### config.mk
export PLATFORM = sky130hd
export DESIGN_NAME = wb_arbiter_rr_flat
export DESIGN_NICKNAME = d
export VERILOG_FILES = /design/src/rtl/wb_arbiter_rr_pkg.sv /design/src/rtl/wb_arbiter_rr_if.sv /design/src/rtl/wb_arbiter_rr_pick.sv /design/src/rtl/wb_arbiter_rr.sv /design/src/flat_wrapper.sv
export SDC_FILE = /design/constraint.sdc
export NUM_CORES = 1
export LEC_CHECK = 0
export BUFFER_PORTS_ARGS = -buffer_cell sky130_fd_sc_hd__clkbuf_2
export CAP_MARGIN = 10
export CORE_AREA = 4 4 130 132
export DETAILED_ROUTE_END_ITERATION = 10
export DIE_AREA = 0 0 134 136
export GPL_TIMING_DRIVEN = 1
export HOLD_SLACK_MARGIN = 0.06
export SLEW_MARGIN = 5
export SYNTH_ARGS = -nofsm -noshare
export SYNTH_HDL_FRONTEND = slang
export SYNTH_SLANG_ARGS = --single-unit
### constraint.sdc
create_clock -name wb_clk_i -period 1.78 [get_ports wb_clk_i]
set_input_delay 0.089 -clock wb_clk_i [delete_from_list [all_inputs] [get_ports wb_clk_i]]
set_output_delay 0.089 -clock wb_clk_i [all_outputs]
set_load 0.005 [all_outputs]
### src/rtl/wb_arbiter_rr_pkg.sv
// Shared types and constants for the round-robin Wishbone arbiter.
package wb_arb_pkg;

    typedef enum logic {
        ARB_IDLE    = 1'b0,
        ARB_GRANTED = 1'b1
    } arb_state_e;

    localparam logic [2:0] CTI_CLASSIC = 3'b000;
    localparam logic [2:0] CTI_INC     = 3'b010;
    localparam logic [2:0] CTI_EOB     = 3'b111;
    localparam logic [1:0] BTE_LINEAR  = 2'b00;

    localparam int unsigned DEFAULT_TIMEOUT = 1024;

    // Next index after idx in a ring of n entries.
    function automatic int unsigned wrap_inc(input int unsigned idx, input int unsigned n);
        return (idx + 1 >= n) ? 0 : idx + 1;
    endfunction

endpackage

### src/rtl/wb_arbiter_rr_if.sv
// Bundle of the arbiter's master-side and slave-side Wishbone signals.
interface wb_arbiter_rr_if #(
    parameter int unsigned NUM_MASTERS = 2,
    parameter int unsigned AW          = 32,
    parameter int unsigned DW          = 32
);
    localparam int unsigned SW = DW / 8;

    logic [NUM_MASTERS*AW-1:0] wbm_adr_i;
    logic [NUM_MASTERS*DW-1:0] wbm_dat_i;
    logic [NUM_MASTERS*SW-1:0] wbm_sel_i;
    logic [NUM_MASTERS-1:0]    wbm_we_i;
    logic [NUM_MASTERS-1:0]    wbm_cyc_i;
    logic [NUM_MASTERS-1:0]    wbm_stb_i;
    logic [NUM_MASTERS*3-1:0]  wbm_cti_i;
    logic [NUM_MASTERS*2-1:0]  wbm_bte_i;
    logic [NUM_MASTERS*DW-1:0] wbm_dat_o;
    logic [NUM_MASTERS-1:0]    wbm_ack_o;
    logic [NUM_MASTERS-1:0]    wbm_err_o;
    logic [NUM_MASTERS-1:0]    wbm_rty_o;

    logic [AW-1:0] wbs_adr_o;
    logic [DW-1:0] wbs_dat_o;
    logic [SW-1:0] wbs_sel_o;
    logic          wbs_we_o;
    logic          wbs_cyc_o;
    logic          wbs_stb_o;
    logic [2:0]    wbs_cti_o;
    logic [1:0]    wbs_bte_o;
    logic [DW-1:0] wbs_dat_i;
    logic          wbs_ack_i;
    logic          wbs_err_i;
    logic          wbs_rty_i;

    // Arbiter view: consumes master requests and slave responses.
    modport arb (
        input  wbm_adr_i, wbm_dat_i, wbm_sel_i, wbm_we_i, wbm_cyc_i, wbm_stb_i,
               wbm_cti_i, wbm_bte_i, wbs_dat_i, wbs_ack_i, wbs_err_i, wbs_rty_i,
        output wbm_dat_o, wbm_ack_o, wbm_err_o, wbm_rty_o,
               wbs_adr_o, wbs_dat_o, wbs_sel_o, wbs_we_o, wbs_cyc_o, wbs_stb_o,
               wbs_cti_o, wbs_bte_o
    );

    modport master (
        output wbm_adr_i, wbm_dat_i, wbm_sel_i, wbm_we_i, wbm_cyc_i, wbm_stb_i,
               wbm_cti_i, wbm_bte_i,
        input  wbm_dat_o, wbm_ack_o, wbm_err_o, wbm_rty_o
    );

    modport slave (
        input  wbs_adr_o, wbs_dat_o, wbs_sel_o, wbs_we_o, wbs_cyc_o, wbs_stb_o,
               wbs_cti_o, wbs_bte_o,
        output wbs_dat_i, wbs_ack_i, wbs_err_i, wbs_rty_i
    );

endinterface

### src/rtl/wb_arbiter_rr_pick.sv
// Rotating priority encoder: first set req bit scanning upward from start_i, wrapping.
module wb_arb_rr_pick #(
    parameter  int unsigned N  = 2,
    localparam int unsigned IW = $clog2(N)
) (
    input  logic [N-1:0]  req_i,
    input  logic [IW-1:0] start_i,
    output logic          found_o,
    output logic [IW-1:0] idx_o
);
    localparam int unsigned CWID = IW + 1;

    logic [CWID-1:0] cand;

    // Scan from lowest priority down so the highest-priority hit is assigned last.
    always_comb begin
        found_o = 1'b0;
        idx_o   = '0;
        cand    = '0;
        for (int i = int'(N) - 1; i >= 0; i--) begin
            cand = {1'b0, start_i} + CWID'(i);
            if (cand >= CWID'(N)) begin
                cand = cand - CWID'(N);
            end
            if (req_i[cand[IW-1:0]]) begin
                found_o = 1'b1;
                idx_o   = cand[IW-1:0];
            end
        end
    end

endmodule

### src/rtl/wb_arbiter_rr.sv
// Burst-aware round-robin Wishbone B3 arbiter, NUM_MASTERS masters onto one slave.
// Optional slave-hang watchdog enabled by defining WB_ARB_TIMEOUT_EN.
module wb_arbiter_rr
    import wb_arb_pkg::*;
#(
    parameter  int unsigned NUM_MASTERS    = 2,
    parameter  int unsigned AW             = 32,
    parameter  int unsigned DW             = 32,
    parameter  int unsigned TIMEOUT_CYCLES = DEFAULT_TIMEOUT,
    localparam int unsigned IW             = $clog2(NUM_MASTERS)
) (
    input  logic          wb_clk_i,
    input  logic          wb_rst_i,
    wb_arbiter_rr_if.arb  bus,
    output logic [IW-1:0] owner_o,
    output logic          timeout_o
);
    localparam int unsigned SW = DW / 8;
    localparam int unsigned CW = 16;

    arb_state_e           state_q, state_d;
    logic [IW-1:0]        owner_q, owner_d;
    logic [IW-1:0]        last_q, last_d;
    logic [IW-1:0]        pick_start, pick_idx;
    logic                 pick_found;
    logic                 grant_vld;
    logic                 wd_fire;

    logic [AW-1:0]        own_adr;
    logic [DW-1:0]        own_dat;
    logic [SW-1:0]        own_sel;
    logic                 own_we, own_cyc, own_stb;
    logic [2:0]           own_cti;
    logic [1:0]           own_bte;
    logic [NUM_MASTERS-1:0] ack_v, err_v, rty_v;

    assign grant_vld = (state_q == ARB_GRANTED);

    wb_arb_rr_pick #(.N(NUM_MASTERS)) u_pick (
        .req_i   (bus.wbm_cyc_i),
        .start_i (pick_start),
        .found_o (pick_found),
        .idx_o   (pick_idx)
    );

    // Select the current owner's request fields.
    always_comb begin
        own_adr = '0;
        own_dat = '0;
        own_sel = '0;
        own_we  = 1'b0;
        own_cyc = 1'b0;
        own_stb = 1'b0;
        own_cti = CTI_CLASSIC;
        own_bte = BTE_LINEAR;
        for (int i = 0; i < int'(NUM_MASTERS); i++) begin
            if (owner_q == IW'(i)) begin
                own_adr = bus.wbm_adr_i[i*AW +: AW];
                own_dat = bus.wbm_dat_i[i*DW +: DW];
                own_sel = bus.wbm_sel_i[i*SW +: SW];
                own_we  = bus.wbm_we_i[i];
                own_cyc = bus.wbm_cyc_i[i];
                own_stb = bus.wbm_stb_i[i];
                own_cti = bus.wbm_cti_i[i*3 +: 3];
                own_bte = bus.wbm_bte_i[i*2 +: 2];
            end
        end
    end

    // Grant FSM: the scan starts after last when idle, after the departing owner on release.
    always_comb begin
        state_d    = state_q;
        owner_d    = owner_q;
        last_d     = last_q;
        pick_start = IW'(wrap_inc(32'(grant_vld ? owner_q : last_q), NUM_MASTERS));
        case (state_q)
            ARB_IDLE: begin
                if (pick_found) begin
                    state_d = ARB_GRANTED;
                    owner_d = pick_idx;
                end
            end
            ARB_GRANTED: begin
                if (!own_cyc) begin
                    last_d = owner_q;
                    if (pick_found) begin
                        owner_d = pick_idx;
                    end else begin
                        state_d = ARB_IDLE;
                    end
                end
            end
            default: state_d = ARB_IDLE;
        endcase
    end

    always_ff @(posedge wb_clk_i) begin
        if (wb_rst_i) begin
            state_q <= ARB_IDLE;
            owner_q <= '0;
            last_q  <= IW'(NUM_MASTERS - 1);
        end else begin
            state_q <= state_d;
            owner_q <= owner_d;
            last_q  <= last_d;
        end
    end

`ifdef WB_ARB_TIMEOUT_EN
    logic [CW-1:0] wd_cnt_q, wd_cnt_d;

    // A stall only counts while the owner holds cyc, so a handover always clears it.
    always_comb begin
        wd_fire  = 1'b0;
        wd_cnt_d = '0;
        if (grant_vld && own_cyc && own_stb &&
            !(bus.wbs_ack_i || bus.wbs_err_i || bus.wbs_rty_i)) begin
            if (wd_cnt_q == CW'(TIMEOUT_CYCLES - 1)) begin
                wd_fire = 1'b1;
            end else begin
                wd_cnt_d = wd_cnt_q + CW'(1);
            end
        end
    end

    always_ff @(posedge wb_clk_i) begin
        if (wb_rst_i) begin
            wd_cnt_q <= '0;
        end else begin
            wd_cnt_q <= wd_cnt_d;
        end
    end
`else
    logic unused_timeout_cfg;
    assign unused_timeout_cfg = ^TIMEOUT_CYCLES;
    assign wd_fire            = 1'b0;
`endif

    // Responses reach the owner only; a watchdog fire appears as an error.
    always_comb begin
        ack_v = '0;
        err_v = '0;
        rty_v = '0;
        for (int i = 0; i < int'(NUM_MASTERS); i++) begin
            if (grant_vld && owner_q == IW'(i)) begin
                ack_v[i] = bus.wbs_ack_i;
                err_v[i] = bus.wbs_err_i | wd_fire;
                rty_v[i] = bus.wbs_rty_i;
            end
        end
    end

    assign bus.wbm_ack_o = ack_v;
    assign bus.wbm_err_o = err_v;
    assign bus.wbm_rty_o = rty_v;
    assign bus.wbm_dat_o = {NUM_MASTERS{bus.wbs_dat_i}};

    assign bus.wbs_adr_o = own_adr;
    assign bus.wbs_dat_o = own_dat;
    assign bus.wbs_sel_o = own_sel;
    assign bus.wbs_we_o  = own_we;
    assign bus.wbs_cti_o = own_cti;
    assign bus.wbs_bte_o = own_bte;
    assign bus.wbs_cyc_o = grant_vld & own_cyc;
    assign bus.wbs_stb_o = grant_vld & own_stb & ~wd_fire;

    assign owner_o   = owner_q;
    assign timeout_o = wd_fire;

endmodule

### src/flat_wrapper.sv
// flat-port wrapper written by rule: the top's interface ports become plain ports
module wb_arbiter_rr_flat import wb_arb_pkg::*;
#(
    parameter  int unsigned NUM_MASTERS    = 2,
    parameter  int unsigned AW             = 32,
    parameter  int unsigned DW             = 32,
    parameter  int unsigned TIMEOUT_CYCLES = DEFAULT_TIMEOUT,
    localparam int unsigned IW             = $clog2(NUM_MASTERS)
)
  (wb_clk_i, wb_rst_i, owner_o, timeout_o, bus_wbm_adr_i, bus_wbm_dat_i, bus_wbm_sel_i, bus_wbm_we_i, bus_wbm_cyc_i, bus_wbm_stb_i, bus_wbm_cti_i, bus_wbm_bte_i, bus_wbs_dat_i, bus_wbs_ack_i, bus_wbs_err_i, bus_wbs_rty_i, bus_wbm_dat_o, bus_wbm_ack_o, bus_wbm_err_o, bus_wbm_rty_o, bus_wbs_adr_o, bus_wbs_dat_o, bus_wbs_sel_o, bus_wbs_we_o, bus_wbs_cyc_o, bus_wbs_stb_o, bus_wbs_cti_o, bus_wbs_bte_o);
  wb_arbiter_rr_if #(.NUM_MASTERS(NUM_MASTERS), .AW(AW), .DW(DW)) bus_i ();
  input  logic wb_clk_i;
  input  logic wb_rst_i;
  output logic [IW-1:0] owner_o;
  output logic timeout_o;
  input wire logic [$bits(bus_i.wbm_adr_i)-1:0] bus_wbm_adr_i;
  input wire logic [$bits(bus_i.wbm_dat_i)-1:0] bus_wbm_dat_i;
  input wire logic [$bits(bus_i.wbm_sel_i)-1:0] bus_wbm_sel_i;
  input wire logic [$bits(bus_i.wbm_we_i)-1:0] bus_wbm_we_i;
  input wire logic [$bits(bus_i.wbm_cyc_i)-1:0] bus_wbm_cyc_i;
  input wire logic [$bits(bus_i.wbm_stb_i)-1:0] bus_wbm_stb_i;
  input wire logic [$bits(bus_i.wbm_cti_i)-1:0] bus_wbm_cti_i;
  input wire logic [$bits(bus_i.wbm_bte_i)-1:0] bus_wbm_bte_i;
  input wire logic [$bits(bus_i.wbs_dat_i)-1:0] bus_wbs_dat_i;
  input wire logic [$bits(bus_i.wbs_ack_i)-1:0] bus_wbs_ack_i;
  input wire logic [$bits(bus_i.wbs_err_i)-1:0] bus_wbs_err_i;
  input wire logic [$bits(bus_i.wbs_rty_i)-1:0] bus_wbs_rty_i;
  output wire logic [$bits(bus_i.wbm_dat_o)-1:0] bus_wbm_dat_o;
  output wire logic [$bits(bus_i.wbm_ack_o)-1:0] bus_wbm_ack_o;
  output wire logic [$bits(bus_i.wbm_err_o)-1:0] bus_wbm_err_o;
  output wire logic [$bits(bus_i.wbm_rty_o)-1:0] bus_wbm_rty_o;
  output wire logic [$bits(bus_i.wbs_adr_o)-1:0] bus_wbs_adr_o;
  output wire logic [$bits(bus_i.wbs_dat_o)-1:0] bus_wbs_dat_o;
  output wire logic [$bits(bus_i.wbs_sel_o)-1:0] bus_wbs_sel_o;
  output wire logic [$bits(bus_i.wbs_we_o)-1:0] bus_wbs_we_o;
  output wire logic [$bits(bus_i.wbs_cyc_o)-1:0] bus_wbs_cyc_o;
  output wire logic [$bits(bus_i.wbs_stb_o)-1:0] bus_wbs_stb_o;
  output wire logic [$bits(bus_i.wbs_cti_o)-1:0] bus_wbs_cti_o;
  output wire logic [$bits(bus_i.wbs_bte_o)-1:0] bus_wbs_bte_o;
  assign bus_i.wbm_adr_i = bus_wbm_adr_i;
  assign bus_i.wbm_dat_i = bus_wbm_dat_i;
  assign bus_i.wbm_sel_i = bus_wbm_sel_i;
  assign bus_i.wbm_we_i = bus_wbm_we_i;
  assign bus_i.wbm_cyc_i = bus_wbm_cyc_i;
  assign bus_i.wbm_stb_i = bus_wbm_stb_i;
  assign bus_i.wbm_cti_i = bus_wbm_cti_i;
  assign bus_i.wbm_bte_i = bus_wbm_bte_i;
  assign bus_i.wbs_dat_i = bus_wbs_dat_i;
  assign bus_i.wbs_ack_i = bus_wbs_ack_i;
  assign bus_i.wbs_err_i = bus_wbs_err_i;
  assign bus_i.wbs_rty_i = bus_wbs_rty_i;
  assign bus_wbm_dat_o = bus_i.wbm_dat_o;
  assign bus_wbm_ack_o = bus_i.wbm_ack_o;
  assign bus_wbm_err_o = bus_i.wbm_err_o;
  assign bus_wbm_rty_o = bus_i.wbm_rty_o;
  assign bus_wbs_adr_o = bus_i.wbs_adr_o;
  assign bus_wbs_dat_o = bus_i.wbs_dat_o;
  assign bus_wbs_sel_o = bus_i.wbs_sel_o;
  assign bus_wbs_we_o = bus_i.wbs_we_o;
  assign bus_wbs_cyc_o = bus_i.wbs_cyc_o;
  assign bus_wbs_stb_o = bus_i.wbs_stb_o;
  assign bus_wbs_cti_o = bus_i.wbs_cti_o;
  assign bus_wbs_bte_o = bus_i.wbs_bte_o;
  wb_arbiter_rr #(.NUM_MASTERS(NUM_MASTERS), .AW(AW), .DW(DW), .TIMEOUT_CYCLES(TIMEOUT_CYCLES)) u_core (.wb_clk_i(wb_clk_i), .wb_rst_i(wb_rst_i), .bus(bus_i), .owner_o(owner_o), .timeout_o(timeout_o));
endmodule
==> results of run 1 <==
[cell usage in the layout, fill, tap and decap left out]
cell type / instances
mux2_1: 5
nor2_1: 2
clkbuf_2: 239
inv_1: 1
dfxtp_1: 2
buf_12: 2
conb_1: 1
mux2_4: 60
clkbuf_16: 3
and2_1: 3
o211ai_1: 1
o2bb2ai_1: 1
clkbuf_1: 1
and3_1: 3
o21ai_0: 1
a21oi_1: 1
mux2i_1: 2
a21boi_0: 1
nand3b_1: 1
nor2b_1: 5
dfxtp_4: 1
mux2_2: 9
nand2b_1: 1
[layout make-up]
type                       count  share of cell area, %
tap                          216                   9.45
timing repair buffer         241                   43.2
multi-input combinational     97                   42.2
clock buffer                   4                   2.76
sequential                     3                   2.23
inverter                       1                  0.131
[routing by layer]
layer | vias up | part of all wire (%) | track usage (%)
met4 | 0 | 0.74 | 1.37
li1 | 878 | - | -
met5 | - | 0 | 0
met3 | 13 | 13 | 2.55
met2 | 161 | 47 | 15.1
met1 | 839 | 39 | 10.8
[Yosys cell counts]
cell / n / area share, %
mux2i_1: 2 / 1.1
mux2_2: 9 / 5.5
conb_1: 1 / 0.20
dfxtp_1: 3 / 3.2
inv_1: 1 / 0.20
buf_6: 8 / 4.9
buf_2: 1 / 0.27
o211ai_1: 1 / 0.41
and3_1: 3 / 1.0
o21ai_0: 1 / 0.27
nand3b_1: 1 / 0.41
o2bb2ai_1: 1 / 0.47
mux2_4: 60 / 49
nor2b_1: 5 / 1.7
a21boi_0: 1 / 0.41
nand2b_1: 1 / 0.34
and2_1: 3 / 1.0
nor2_1: 2 / 0.41
mux2_1: 5 / 3.0
a21oi_1: 1 / 0.27
buf_4: 65 / 26
[per-stage QoR]
stage                     total power, W  hold WS (ns)  util [%]  worst slack [ns]  instances
after global placement          0.000842         0.178      17.7             0.414        558
final                            0.00118        0.0786      18.2             0.170        562
after global routing             0.00126         0.101      18.2             0.126        562
after detailed placement        0.000836         0.178      17.7             0.402        558
after floorplan                 0.000561         0.161         -             0.699        175
after CTS                        0.00120        0.0790      18.2             0.161        562
[worst min-delay path by stage]
stage	start	end	slack, ns	cells after the start
2_1_floorplan	wb_rst_i	u_core.grant_vld$_SDFF_PP0_	0.16	1
6_report	wb_rst_i	u_core.grant_vld$_SDFF_PP0_	0.08	2
3_5_place_dp	bus_wbs_dat_i[11]	bus_wbm_dat_o[11]	0.18	0
3_3_place_gp	bus_wbs_dat_i[11]	bus_wbm_dat_o[11]	0.18	0
5_1_grt	wb_rst_i	u_core.grant_vld$_SDFF_PP0_	0.10	2
4_1_cts	wb_rst_i	u_core.grant_vld$_SDFF_PP0_	0.08	2
[registers in the layout (all words and copies together) (netlist names)]
signal            count
u_core.grant_vld      1
u_core.last_q         1
u_core.owner_o        1
[where the power goes]
| part | internal, W | total, W | switching (W) |
|---|---|---|---|
| Combinational | 0.000453 | 0.000742 | 0.000289 |
| Clock | 0.000295 | 0.000353 | 0.0000582 |
| Sequential | 0.0000724 | 0.0000881 | 0.0000157 |
| Total | 0.000820 | 0.00118 | 0.000363 |
[critical path, cell delays in order (launching register included)]
cell and delay (ns):
dfxtp_4 0.48, buf_12 0.29, mux2_4 0.33, clkbuf_2 0.14
[logic make-up after synthesis]
| logic type | after synthesis | share of synthesized area, % |
|---|---|---|
| muxes | 76 | 58.2 |
| AOI/OAI and AO/OA | 5 | 1.82 |
| buffers and inverters | 75 | 31.7 |
| DFF | 3 | 3.24 |
| other | 1 | 0.202 |
| and+or+nand+nor | 15 | 4.86 |
==> results_dict.tcl, run 1 <==
set metrics [dict create \
    outcome "complete, no violations" \
    fp.dieH_um 136 \
    p_per_area_mw_per_mm2 414 \
    ios 337 \
    maxCapViolCount 0 \
    route.detailed.wl_per_inst_um 15.9 \
    h-tree-depth 1 \
    hpwl_um 7900 \
    synthToLayoutAreaGrowth_pct 54.3 \
    p_leak_nw 1.64 \
    avgViaCountPerCell 3.36 \
    synth_cells 175 \
    finalClockSkew_ns 0.000732 \
    rows 46 \
    nFillCells 1766 \
    first_iter_violations 49 \
    worst_r2r_startpoint "u_core.grant_vld$_SDFF_PP0_" \
    core_area_mm2 0.0157 \
    portBuffers 239 \
    cts_buffers 3 \
    cts.sinks 3 \
    worstReg2RegEnd "u_core.last_q$_SDFFE_PP1P_" \
    min-delay-path-class "in -> reg" \
    cts_tree "done" \
    multi_input_comb_area_mm2 0.00121 \
    antenna_cells 0 \
    ant_nets 0 \
    synth.net_count 364 \
    avgSynthCellArea_um2 10.6 \
    ctsResizeCount 0 \
    rr_worst_depth 2 \
    fin_crit_ns 1.61 \
    drc 0 \
    regArea_um2 63.8 \
    grtUsageTotal_pct 8.67 \
    synth_area_mm2 0.00185 \
    ys_warn_count 0 \
    grt_max_degree 41 \
    slew_violations 0 \
    routed-via-count 1891 \
    cp.required_ns 1.69 \
    synth_cell_types 21 \
    arrival_ns 1.52 \
    rrSetupSlack_ns 0.88 \
    synth-seq-area-share_pct 3.24 \
    worstSetupEndpoint "bus_wbs_dat_o[10]" \
    place_area_mm2 0.00278 \
    finalInstanceArea_mm2 0.00286 \
    grt_pass1_wl_um 12100 \
    ir_drop_uv 496 \
    start_kind "register" \
    rsz0062_at_grt "no" \
    fin_nets 536 \
    cp_max_fo 40 \
    initial_core_util_pct 11.8 \
    clk_pin_slew_ns 0.03 \
    place_congestion 0.886 \
    die_w_um 134 \
    grt_pass1_vias 2004 \
    clockBufferDepth 2 \
    drive_gt1_share_pct 90.8 \
    cts_root_buf "clkbuf_16" \
    tns_ns 0 \
    cts_setup_buffers 0 \
    crit_path_end_kind "primary output" \
    first_pass_iters 4 \
    fmaxAchievable_mhz 621 \
    hold_viol_final 0 \
    grt_remaining_overflow 0 \
    hold_buffers 0 \
    startpoint "u_core.owner_o$_SDFFE_PP0P_" \
    worstSetupPathType "reg -> out" \
    period_share_pct 90.5 \
    totalWireLength_um 8930 \
    dieArea_mm2 0.0182 \
    antenna_found_initial 0 \
    insertion_delay_ns 0.22 \
    synth-seq-cells 3 \
    setup_viol 0 \
]
(Power assumes the default switching activity.)
==> inputs of run 2 (changes only) <==
--- a/config.mk
+++ b/config.mk
@@ -12,6 +12,7 @@
 export DIE_AREA = 0 0 134 136
 export GPL_TIMING_DRIVEN = 1
 export HOLD_SLACK_MARGIN = 0.06
+export PLACE_DENSITY = 0.48
 export SLEW_MARGIN = 5
 export SYNTH_ARGS = -nofsm -noshare
 export SYNTH_HDL_FRONTEND = slang
==> results_dict.tcl, run 2 (synthesized netlist as in run 1, its figures left out) <==
set metrics [dict create \
    rsz0062_at_grt "no" \
    first_iter_violations 25 \
    outcome "complete, no violations" \
    hold_buffers 0 \
    cts_buffers 3 \
    grt_remaining_overflow 0 \
    antenna_cells 0 \
    route.detailed.wl_per_inst_um 14.5 \
    p_leak_nw 1.66 \
    avgViaCountPerCell 3.32 \
    first_pass_iters 4 \
    clk_pin_slew_ns 0.03 \
    h-tree-depth 1 \
    die_w_um 134 \
    final_common_cell "clkbuf_2" \
    nFillCells 1784 \
    path_buf_inv 2 \
    rows 46 \
    critPathTopFamily "flip-flops" \
    ios 337 \
    pwr-share-clk_pct 30.3 \
    cp_max_fo 32 \
    p_seq_share_pct 7.4 \
    grt_pass1_wl_um 11000 \
    cts_root_buf "clkbuf_16" \
    drc 0 \
    ctsResizeCount 0 \
    finalClockSkew_ns 0.000722 \
    routed-via-count 1874 \
    arrival_ns 1.47 \
    totalWireLength_um 8200 \
    grtUsageTotal_pct 7.78 \
    hold_viol_final 0 \
    grt_pass1_vias 1872 \
    min-delay-path-class "in -> reg" \
    synthToLayoutAreaGrowth_pct 56.2 \
    slew_violations 0 \
    period_share_pct 87.5 \
    portBuffers 239 \
    ir_drop_uv 252 \
    insertion_delay_ns 0.22 \
    slowest_stage "dfxtp_4" \
    fin_nets 539 \
    start_kind "register" \
    antenna_found_initial 0 \
    cts_tree "done" \
    clockBufferDepth 2 \
    fin_crit_ns 1.56 \
    initial_core_util_pct 11.8 \
    crit_chain "buf_12 -> mux2_1 -> clkbuf_2" \
    core_area_mm2 0.0157 \
    final_cell_mix "clkbuf_2, mux2_4, mux2_2" \
    cp_slowest_stage_delay_ns 0.48 \
    cp.required_ns 1.69 \
    maxCapViolCount 0 \
    p_comb_share_pct 62.3 \
    fp.dieH_um 136 \
    p_per_area_mw_per_mm2 403 \
    worstSetupPathType "reg -> out" \
    ant_nets 0 \
    netSwitchingPower_w 0.000339 \
    grt_max_degree 33 \
    p_int_w 0.000828 \
    fmaxAchievable_mhz 642 \
    utilization_pct 18.4 \
    tns_ns 0 \
    crit_path_end_kind "primary output" \
    hpwl_um 7390 \
    cts.sinks 3 \
    swShare_pct 29.0 \
    drive_gt1_share_pct 90.8 \
    setup_viol 0 \
    place_congestion 0.777 \
    cts_setup_buffers 0 \
    dieArea_mm2 0.0182 \
]
==> run 2: worst paths after layout <==
| path | from | to | slack, ns | depth (start not counted) |
|---|---|---|---|---|
| worst max-delay path | u_core.owner_o$_SDFFE_PP0P_ | bus_wbs_dat_o[1] | 0.22 | 3 |
| worst min register to register | u_core.last_q$_SDFFE_PP1P_ | u_core.last_q$_SDFFE_PP1P_ | 0.51 | 2 |
| worst min-delay path | wb_rst_i | u_core.grant_vld$_SDFF_PP0_ | 0.09 | 2 |
| worst max register to register | u_core.owner_o$_SDFFE_PP0P_ | u_core.owner_o$_SDFFE_PP0P_ | 0.81 | 3 |
==> run 2: stage by stage <==
| step | hold slack (ns) | area, um2 | setup WS (ns) | total power (W) | std cells |
|---|---|---|---|---|---|
| global placement | 0.178 | 2820 | 0.480 | 0.000824 | 561 |
| finish | 0.0878 | 2890 | 0.223 | 0.00117 | 565 |
| floorplan | 0.161 | 1850 | 0.699 | 0.000561 | 175 |
| CTS | 0.0882 | 2890 | 0.225 | 0.00119 | 565 |
| global route | 0.116 | 2890 | 0.180 | 0.00124 | 565 |
| detailed placement | 0.178 | 2820 | 0.467 | 0.000825 | 561 |
==> run 2: power groups by stage <==
stage / logic (W) / clock network (W) / registers [W]
floorplan: 0.000484 / 0 / 0.0000775
global placement: 0.000736 / 0 / 0.0000873
detailed placement: 0.000737 / 0 / 0.0000877
CTS: 0.000743 / 0.000364 / 0.0000870
global route: 0.000781 / 0.000372 / 0.0000883
finish: 0.000727 / 0.000354 / 0.0000867
==> run 2: routing by layer <==
metal	share of wire, %	GRT usage [%]
met1	36	8.49
met2	51	14.4
met5	0	0
met4	0.90	1.89
met3	11	2.70
==> run 2: worst reg2reg max path: stages (launching register included) <==
cell	delay, ns
dfxtp_4	0.48
buf_12	0.20
nand2b_1	0.07
o2bb2ai_1	0.14
==> run 2: layout make-up <==
class / count / area, um2 / share of cell area (%)
clock buffer: 4 / 78.8 / 2.72
timing repair buffer: 244 / 1270 / 43.9
multi-input combinational: 97 / 1210 / 41.7
tap: 216 / 270 / 9.34
inverter: 1 / 3.75 / 0.130
sequential: 3 / 63.8 / 2.20
==> inputs of run 3 (changes only) <==
--- a/config.mk
+++ b/config.mk
@@ -12,7 +12,7 @@
 export DIE_AREA = 0 0 134 136
 export GPL_TIMING_DRIVEN = 1
 export HOLD_SLACK_MARGIN = 0.06
-export PLACE_DENSITY = 0.48
+export PLACE_DENSITY = 0.52
 export SLEW_MARGIN = 5
 export SYNTH_ARGS = -nofsm -noshare
 export SYNTH_HDL_FRONTEND = slang
==> results_dict.tcl, run 3 (synthesized netlist as in run 1, its figures left out) <==
set metrics [dict create \
    nFillCells 1776 \
    cts_setup_buffers 0 \
    ios 337 \
    grt_pass1_wl_um 10600 \
    path_buf_inv 2 \
    drc 0 \
    critPathTopFamily "buffers and inverters" \
    p_per_area_mw_per_mm2 403 \
    cp.required_ns 1.69 \
    fin_crit_ns 1.49 \
    grt_max_degree 45 \
    first_pass_iters 2 \
    ir_drop_uv 297 \
    hold_buffers 0 \
    cts.sinks 3 \
    final_cell_mix "clkbuf_2, mux2_4, mux2_2" \
    drive_gt1_share_pct 90.8 \
    final_common_cell "clkbuf_2" \
    rsz0062_at_grt "no" \
    hpwl_um 6860 \
    cts_buffers 3 \
    insertion_delay_ns 0.22 \
    fin_nets 536 \
    regArea_um2 63.8 \
    ant_nets 0 \
    min-delay-path-class "in -> reg" \
    setup_viol 0 \
    avgViaCountPerCell 3.19 \
    arrival_ns 1.40 \
    cp_slowest_stage_delay_ns 0.36 \
    grtUsageTotal_pct 7.26 \
    setup_ws_ns 0.294 \
    cts_tree "done" \
    finalInstanceArea_mm2 0.00286 \
    multi_input_comb_area_mm2 0.00121 \
    fp.dieH_um 136 \
    place_congestion 0.769 \
    period_share_pct 83.5 \
    grt_pass1_vias 1852 \
    routed-via-count 1794 \
    cts_root_buf "clkbuf_16" \
    antenna_found_initial 0 \
    hold_viol_final 0 \
    start_kind "register" \
    dieArea_mm2 0.0182 \
    place_area_mm2 0.00278 \
    grt_remaining_overflow 0 \
    fmaxAchievable_mhz 673 \
    totalWireLength_um 7790 \
    portBuffers 239 \
    rows 46 \
    h-tree-depth 1 \
    antenna_cells 0 \
    slew_violations 0 \
    die_w_um 134 \
    worstSetupPathType "reg -> out" \
    synthToLayoutAreaGrowth_pct 54.3 \
    outcome "complete, no violations" \
    crit_chain "buf_12 -> mux2i_1 -> nor2b_1 -> clkbuf_2" \
    maxCapViolCount 0 \
    p_leak_nw 1.64 \
    cp_max_fo 44 \
    finalClockSkew_ns 0.000626 \
    route.detailed.wl_per_inst_um 13.9 \
    first_iter_violations 32 \
    initial_core_util_pct 11.8 \
    stdcell_count 562 \
    clockBufferDepth 2 \
    core_area_mm2 0.0157 \
    slowest_stage "dfxtp_4" \
    clk_pin_slew_ns 0.03 \
    ctsResizeCount 0 \
    pre_cts_ws_ns 0.509 \
    crit_path_end_kind "primary output" \
    utilization_pct 18.2 \
    place_inst 558 \
    tns_ns 0 \
]
==> run 3: changes by cell type in the layout (fill, tap and decap cells not counted) <==
cell and delta:
buf_4 -2, buf_12 -1
==> run 3: final timing paths <==
| path | startpoint | slack (ns) | cells after the start | endpoint |
|---|---|---|---|---|
| setup / recovery | u_core.owner_o$_SDFFE_PP0P_ | 0.29 | 4 | bus_wbs_stb_o |
| hold / removal | wb_rst_i | 0.09 | 2 | u_core.grant_vld$_SDFF_PP0_ |
| setup reg to reg | u_core.owner_o$_SDFFE_PP0P_ | 0.86 | 3 | u_core.last_q$_SDFFE_PP1P_ |
| hold reg to reg | u_core.last_q$_SDFFE_PP1P_ | 0.51 | 2 | u_core.last_q$_SDFFE_PP1P_ |
==> run 3: routing by layer <==
metal  GRT usage, %  wire (um)  part of all wire [%]  up-vias
met5              0          0                     0        -
met4          0.743         24                  0.31        0
met3           2.37        837                    11        8
met2           12.6       3740                    48      111
met1           9.07       3180                    41      797
li1               -          -                     -      878
==> run 3: worst reg2reg max path, delay by kind of cell (launching register included) <==
family          cells  cell delay [ns]
flops               1             0.36
buf+inv             1             0.25
simple gates        1             0.13
compound gates      1             0.10
==> run 3: report_power, final <==
group          internal, W   total, W  switching (W)
combinational     0.000452   0.000724       0.000271
sequential       0.0000723  0.0000795     0.00000718
clock             0.000295   0.000349      0.0000543
==> run 3: stage by stage <==
stage	total power [W]	hold WS (ns)
finish	0.00115	0.0934
global route	0.00123	0.112
floorplan	0.000561	0.161
global placement	0.000814	0.178
CTS	0.00117	0.0875
detailed placement	0.000810	0.178
==> run 3: final cells by class <==
type,count,area share (%)
Timing Repair Buffer,241,43.2
Sequential cell,3,2.23
Clock buffer,4,2.76
Inverter,1,0.131
Multi-Input combinational cell,97,42.2
Tap cell,216,9.45
